[config.mk]
export PLATFORM = sky130hd
export DESIGN_NAME = board_square_query
export DESIGN_NICKNAME = d
export VERILOG_FILES = /design/src/rtl/chess_pkg.sv /design/src/rtl/piece_slot_mux.sv /design/src/rtl/board_square_query.sv
export SDC_FILE = /design/constraint.sdc
export NUM_CORES = 1
export LEC_CHECK = 0
export ABC_AREA = 1
export CAP_MARGIN = 15
export CORE_MARGIN = 10
export CORE_UTILIZATION = 35
export CTS_CLUSTER_SIZE = 8
export DETAILED_ROUTE_END_ITERATION = 8
export GPL_ROUTABILITY_DRIVEN = 0
export GPL_TIMING_DRIVEN = 0
export PLACE_DENSITY = 0.9
export SETUP_SLACK_MARGIN = 0.2
export SYNTH_ARGS = -nofsm -noshare
export SYNTH_HDL_FRONTEND = slang
export SYNTH_HIERARCHICAL = 1
export SYNTH_SLANG_ARGS = --single-unit
[constraint.sdc]
create_clock -name clk -period 3.1 [get_ports clk]
set_clock_uncertainty 0.05 [all_clocks]
set_input_delay 0.465 -clock clk [delete_from_list [all_inputs] [get_ports clk]]
set_output_delay 0.465 -clock clk [all_outputs]
set_load 0.02 [all_outputs]
[src/rtl/chess_pkg.sv]
// Shared board encoding: piece numbers, colours, square type, initial placement
// and the square-query FSM states.
package chess_pkg;

  typedef logic [5:0] square_t;
  typedef logic [3:0] piece_t;

  localparam piece_t K1 = 4'd0;
  localparam piece_t Q1 = 4'd1;
  localparam piece_t R1 = 4'd2;
  localparam piece_t R2 = 4'd3;
  localparam piece_t B1 = 4'd4;
  localparam piece_t B2 = 4'd5;
  localparam piece_t N1 = 4'd6;
  localparam piece_t N2 = 4'd7;
  localparam piece_t P8 = 4'd8;
  localparam piece_t P7 = 4'd9;
  localparam piece_t P6 = 4'd10;
  localparam piece_t P5 = 4'd11;
  localparam piece_t P4 = 4'd12;
  localparam piece_t P3 = 4'd13;
  localparam piece_t P2 = 4'd14;
  localparam piece_t P1 = 4'd15;

  localparam logic WHITE = 1'b1;
  localparam logic BLACK = 1'b0;

  // Listed from piece 15 (P1) down to piece 0 (K1); square = rank*8 + file.
  localparam logic [95:0] INIT_LOC_W = {
    6'd8,  6'd9,  6'd10, 6'd11, 6'd12, 6'd13, 6'd14, 6'd15,
    6'd6,  6'd1,  6'd5,  6'd2,  6'd7,  6'd0,  6'd3,  6'd4
  };
  localparam logic [95:0] INIT_LOC_B = {
    6'd48, 6'd49, 6'd50, 6'd51, 6'd52, 6'd53, 6'd54, 6'd55,
    6'd62, 6'd57, 6'd61, 6'd58, 6'd63, 6'd56, 6'd59, 6'd60
  };

  typedef enum logic [1:0] {
    IDLE,
    SCAN,
    DONE
  } state_t;

endpackage

[src/rtl/piece_slot_mux.sv]
// Selects one of the 32 piece slots by scan index: white P1..K1, then black P1..K1.
module piece_slot_mux
  import chess_pkg::*;
(
  input  logic [4:0]  idx,
  input  logic [95:0] location_vectors_w,
  input  logic [95:0] location_vectors_b,
  input  logic [15:0] alive_vectors_w,
  input  logic [15:0] alive_vectors_b,
  output square_t     slot_loc,
  output logic        slot_alive,
  output logic        slot_color,
  output piece_t      slot_piece
);

  // 15-idx for white and 31-idx for black both reduce to the inverted low nibble.
  assign slot_piece = ~idx[3:0];
  assign slot_color = idx[4] ? BLACK : WHITE;

  always_comb begin
    slot_loc   = '0;
    slot_alive = 1'b0;
    for (int unsigned p = 0; p < 16; p++) begin
      if (p[3:0] == slot_piece) begin
        slot_loc   = idx[4] ? location_vectors_b[6*p +: 6] : location_vectors_w[6*p +: 6];
        slot_alive = idx[4] ? alive_vectors_b[p] : alive_vectors_w[p];
      end
    end
  end

endmodule

[src/rtl/board_square_query.sv]
// Square-to-piece lookup: scans the 32 piece slots one per cycle and reports
// the first live piece standing on the requested square.
module board_square_query
  import chess_pkg::*;
(
  input  logic        clk,
  input  logic        RST,
  input  logic        req,
  input  logic [5:0]  square,
  input  logic [95:0] location_vectors_w,
  input  logic [95:0] location_vectors_b,
  input  logic [15:0] alive_vectors_w,
  input  logic [15:0] alive_vectors_b,
  output logic        ready,
  output logic        resp_valid,
  output logic        resp_hit,
  output logic        resp_color,
  output logic [3:0]  resp_piece
);

  state_t     state, state_nx;
  logic [4:0] idx, idx_nx;
  square_t    sq, sq_nx;
  logic       hit_nx, color_nx;
  piece_t     piece_nx;

  square_t    slot_loc;
  logic       slot_alive, slot_color;
  piece_t     slot_piece;

  piece_slot_mux u_mux (
    .idx                (idx),
    .location_vectors_w (location_vectors_w),
    .location_vectors_b (location_vectors_b),
    .alive_vectors_w    (alive_vectors_w),
    .alive_vectors_b    (alive_vectors_b),
    .slot_loc           (slot_loc),
    .slot_alive         (slot_alive),
    .slot_color         (slot_color),
    .slot_piece         (slot_piece)
  );

  assign ready      = (state == IDLE);
  assign resp_valid = (state == DONE);

  always_comb begin
    state_nx = state;
    idx_nx   = idx;
    sq_nx    = sq;
    hit_nx   = resp_hit;
    color_nx = resp_color;
    piece_nx = resp_piece;
    case (state)
      IDLE: begin
        if (req) begin
          sq_nx    = square;
          idx_nx   = '0;
          state_nx = SCAN;
        end
      end
      SCAN: begin
        if (slot_alive && (slot_loc == sq)) begin
          hit_nx   = 1'b1;
          color_nx = slot_color;
          piece_nx = slot_piece;
          state_nx = DONE;
        end else if (idx == 5'd31) begin
          hit_nx   = 1'b0;
          color_nx = 1'b0;
          piece_nx = '0;
          state_nx = DONE;
        end else begin
          idx_nx = idx + 5'd1;
        end
      end
      DONE:    state_nx = IDLE;
      default: state_nx = IDLE;
    endcase
  end

  always_ff @(posedge clk) begin
    if (RST) begin
      state      <= IDLE;
      idx        <= '0;
      sq         <= '0;
      resp_hit   <= 1'b0;
      resp_color <= 1'b0;
      resp_piece <= '0;
    end else begin
      state      <= state_nx;
      idx        <= idx_nx;
      sq         <= sq_nx;
      resp_hit   <= hit_nx;
      resp_color <= color_nx;
      resp_piece <= piece_nx;
    end
  end

endmodule
======== Word level (Yosys, flattened, before mapping) ========
Cells that the tools add are included.
Widths: inputs -> output; s select.
operators by class
  $add $sub $neg .......................... 1
  equal/unequal tests ..................... 23
  muxes and demuxes ....................... 78
  bitwise gates (word level) .............. 1
  reductions and logical operators ........ 9
operator list
  operator             count
  $mux 6               32
  $mux 1               36
  $eq 4x4->1 const A   8
  $eq 3x4->1 const A   4
  $mux 5               3
  $pmux 5 s2           1
  $eq 2x4->1 const A   2
  $mux 4               2
  $eq 6x6->1           1
  $mux 2               3
  $ne 2x2->1 const B   3
  $reduce_and 2->1     3
  $add 5x1->5 const B  1
  $eq 5x5->1 const B   1
  $eq 1x4->1 const A   1
  $logic_not 4->1      1
  $not 4->4            1
  $pmux 2 s2           1
  $reduce_and 4->1     1
  $reduce_bool 2->1    2
  $ne 3x3->1 const B   1
  $eq 2x1->1 const B   1
  $eq 2x2->1 const B   1
  $logic_not 2->1      1
  $logic_and 1x1->1    1
storage, ports and cells
  bits in registers ....................... 19
  logic and storage cells ................. 118

======== Depth between registers and ports, before layout ========
  word-level depth ........................ 22
  gate-level depth with buffers ........... 27

======== Modules after synthesis ========
The synthesis kept the hierarchy.
modules (own cells, without submodules)
  module              times used  cells an instance  area each (um2)
  piece_slot_mux      1           465                2194.6
  board_square_query  1           138                963.4

======== Worst setup path before layout ========
OpenSTA, ideal clock, no wires.
  path type ............................... register -> register
  start ................................... register idx[4]
  end ..................................... register idx[3]
  setup time .............................. 130 ps
  arrival ................................. 2111 ps
  data required time ...................... 2920 ps
  path slack .............................. 808 ps
  stages on the path, launching flop included .. 21
  cell sequence ........................... dfxtp_1 buf_4 inv_2 buf_6 buf_6 or2_2 o211ai_1 nand4_1 nand2_1 nand2_1 nand2_1 nand4_1 inv_1 nand2_1 nand2_1 nand2_1 nor2_4 nand3_4 buf_6 nand4_1 a21oi_1
on the way
  longest elaborated chain between the ends .. 21
  elaborated cells on any way between the ends .. 70
  those cells by class .................... eq/ne (4); mux (64); reduce/logical (2)
RTL lines
  what                          line                      text
  start: declaration            board_square_query.sv:22  logic [4:0] idx, idx_nx;
  start signal: assignment      board_square_query.sv:91  idx <= idx_nx;
  $mux 6                        piece_slot_mux.sv:25      slot_loc = idx[4] ? location_vectors_b[6*p +: 6] : location_vectors_w[6*p +: 6];
  $mux 6 (15 in a row)          piece_slot_mux.sv:24      if (p[3:0] == slot_piece) begin
  $mux 6 *                      piece_slot_mux.sv:24
  named net slot_loc[4]         board_square_query.sv:27  square_t slot_loc;
  $eq 6x6->1 *                  board_square_query.sv:62  if (slot_alive && (slot_loc == sq)) begin
  $logic_and 1x1->1 *           board_square_query.sv:62
  $ne 2x2->1 (no line) *        -
  $reduce_and 4->1 (no line) *  -
The timed path passes the listed nets; every way through them passes the cells marked *.
A chain may end at the register's enable or synchronous reset.

======== Final worst setup path ========
  start ................................... register idx[0]
  end ..................................... register idx[3]
on the way
  longest elaborated chain between the ends .. 22
  elaborated cells on any way between the ends .. 59
  those cells by class .................... add/sub (1); eq/ne (19); mux (35); bitwise (1); reduce/logical (3)
RTL lines
  what                          line                      text
  $not 4->4 *                   piece_slot_mux.sv:17      assign slot_piece = ~idx[3:0];
  $logic_not 4->1               piece_slot_mux.sv:24
  $mux 6 (15 in a row)          piece_slot_mux.sv:24
  $mux 6 *                      piece_slot_mux.sv:24
  named net slot_loc[1]         board_square_query.sv:27
  $eq 6x6->1 *                  board_square_query.sv:62
  $logic_and 1x1->1 *           board_square_query.sv:62
  $ne 2x2->1 (no line) *        -
  $reduce_and 4->1 (no line) *  -
The timed path passes the listed nets; every way through them passes the cells marked *. The select of a mux whose other input is x is not followed.

==> metrics <==
# port buffers=239; CTS Sinks=19; max frequency=346 MHz; Final #Nets=1,088; Avg Cell Area, Syn=5.24 µm²; Global Route Usage Sum=0.231; Congestion Overflow GR=0; Min Hold Slack=0.423 ns; Routed Antenna Nets=0; number of global-route vias before repair=4,864; Setup violations, final=0; Crit path max-delay family=simple AND/OR/NAND/NOR gates; final hold vios=0; launch point of the worst reg-to-reg path=idx[0]; Post-DP Area=5690 µm²; register area share after synthesis=0.120; Initial Util=0.360; cts bufs inserted=3; CP dominant cell by count=nand2_1; CP max stage cell=dfxtp_2; DR vias/cell=5.11; Net Sw Frac=0.378; Syn-to-layout area delta=88.1%; DRC=0; Comb pwr share=0.646; share of total power in sequential cells=0.218; CTS max path bufs=2; syn nets=838; number of detailed-route iterations in the first pass=5; Leak=2.48 nW; Antenna Cells=0; clk slew on worst S/H paths=0.07 ns; Die Width=115 µm; required time of the critical path=3.18 ns; most common cell after layout, fill and taps aside=clkdlybuf4s50_1; kind of critical path=reg2reg; register bit total from synthesis=19; DIE HEIGHT=115 µm; post-DP HPWL=14.0 mm; Inst Count DP=950; vias post-DR=4,908; Internal=0.789 mW; fin cells=960; Final Instance Area=5940 µm²; crit path launch=idx[0]; crit start category=register; P_sw=0.480 mW; CTS Hold Bufs=0; H-tree levels=1; Core Box Area=8760 µm²; I/O pins=241; Rel. slew slack=0.508; crit path max fanout=10; CP peak stage delay=0.42 ns; cell area after synthesis=3160 µm²; row count=34; yosys warns=6; Clk network pwr share=0.137; leading area contributor after synthesis=nand2_1; crit path DAT=2.97 ns; root buf cell=clkbuf_8; unrepaired setup endpoints after global routing=true; Worst Hold Class=reg2reg; Util after Layout=0.678; largest cells by area after synthesis=nand2_1, dfxtp_1, o211ai_1; PD cells=214 nW/µm²; Final Cycle Share=0.932; min Tclk post-route=2.89 ns; Syn Inst Count=603; Max-Cap Viols=0; layout cells sized above 1=0.121; worst slew pin tran=0.735 ns; Clock Latency Late Sink=0.26 ns; setup tns final=0 ns; largest net degree at the start of global routing=12; Crit path buffers/inverters=4; Worst setup EP type=register; Synth top area share=0.276; status=finished, final reports clean; average routed wire per standard cell=17.1 µm; first-pass GRT wire length=24.9 mm; worst hold start=sq[0]; synth unique cells=26; die area=13,200 µm²; initial antenna violation count=0; worst-path cell chain=nand2_1, nor2_2, buf_2, a21oi_1, nand4_1, nand2_1, nand4_1, nand2_1, nand2_1, nand2_1, nand4_1, inv_1, nand2_1, nand2_2, inv_2, nand2_2, nor2_4, nand3_4, clkbuf_16, nand4_1, a21oi_1; CTS tree=yes; DRT iter0 DRCs=331; Routed WL=16.4 mm; commonest cells after routing, fill and taps aside=clkdlybuf4s50_1, nand2_1, nor2_1, o211ai_1, a21oi_1; Slew Limit Fails=0; maximum VDD drop=0.162 mV
-- kinds of logic after synthesis --
family,count (synthesis),share of synthesized area
DFF,19,0.120
and+or+nand+nor,411,0.572
buffers and inverters,64,0.0959
xor gates and xnor gates,1,0.00277
AOI/OAI and AO/OA,106,0.201
adders and majority gates,2,0.00792
-- synthesized netlist by cell type, drive strengths merged --
| master | n |
|---|---|
| dfxtp | 19 |
| or2 | 42 |
| buf | 24 |
| nand2 | 235 |
| nor2 | 85 |
| o21ai | 27 |
| xor2 | 1 |
| and2 | 5 |
| a21oi | 37 |
| ha | 2 |
| nand3 | 20 |
| inv | 31 |
| nand4 | 24 |
| clkbuf | 9 |
| o211ai | 42 |
-- registers in the layout (all words and copies together) (netlist names) --
register	count
resp_hit	1
resp_piece	4
resp_color	1
idx	5
sq	6
state	2
-- per-stage QoR --
step	power (mW)	worst slack [ns]
after global routing	1.37	0.0158
after global placement	1.05	0.152
after floorplan	0.653	0.808
after detailed placement	1.06	0.101
after CTS	1.24	0.201
final	1.27	0.210
-- layer usage --
layer,vias up,track usage,share of wire
met2,247,0.406,0.47
met3,29,0.0745,0.11
met1,2155,0.259,0.39
met5,-,0,0
li1,2477,-,-
met4,0,0.0710,0.029
-- power groups by stage --
stage	Sequential, mW	Combinational [mW]	Clock, mW
2_1_floorplan	0.278	0.374	0
3_3_place_gp	0.280	0.767	0
3_5_place_dp	0.280	0.777	0
4_1_cts	0.275	0.782	0.180
5_1_grt	0.278	0.900	0.190
6_report	0.276	0.820	0.173
-- worst register-to-register path: cells and delay by family, from the launching register on --
family	cells	cell delay, ns
AO/OA/AOI/OAI	2	0.14
buffers and inverters	4	0.57
AND/OR/NAND/NOR	15	1.57
flip-flops	1	0.42
-- what timing repair did --
action                     4_1_cts  5_1_grt
gates cloned                     0        1
pin swaps                        0       17
setup endpoints to repair        2       13
buffers inserted                 0        5
gates resized for setup          2       39
-- worst paths after layout --
path,cells after the start,endpoint,slack (ns)
max,21,idx[3],0.21
min,2,sq[0],0.42
max reg2reg,21,idx[3],0.21
min reg2reg,2,sq[0],0.42
-- cell type report --
class                      count  area (µm²)
sequential                    19         387
tap                          108         135
multi-input combinational    520        2570
clock inverter                 1        5.00
clock buffer                   3        41.3
fill                         776        2820
inverter                      31         121
buffer                        33         205
timing repair buffer         245        2470
Note: power is estimated with default switching activity, not from simulation.
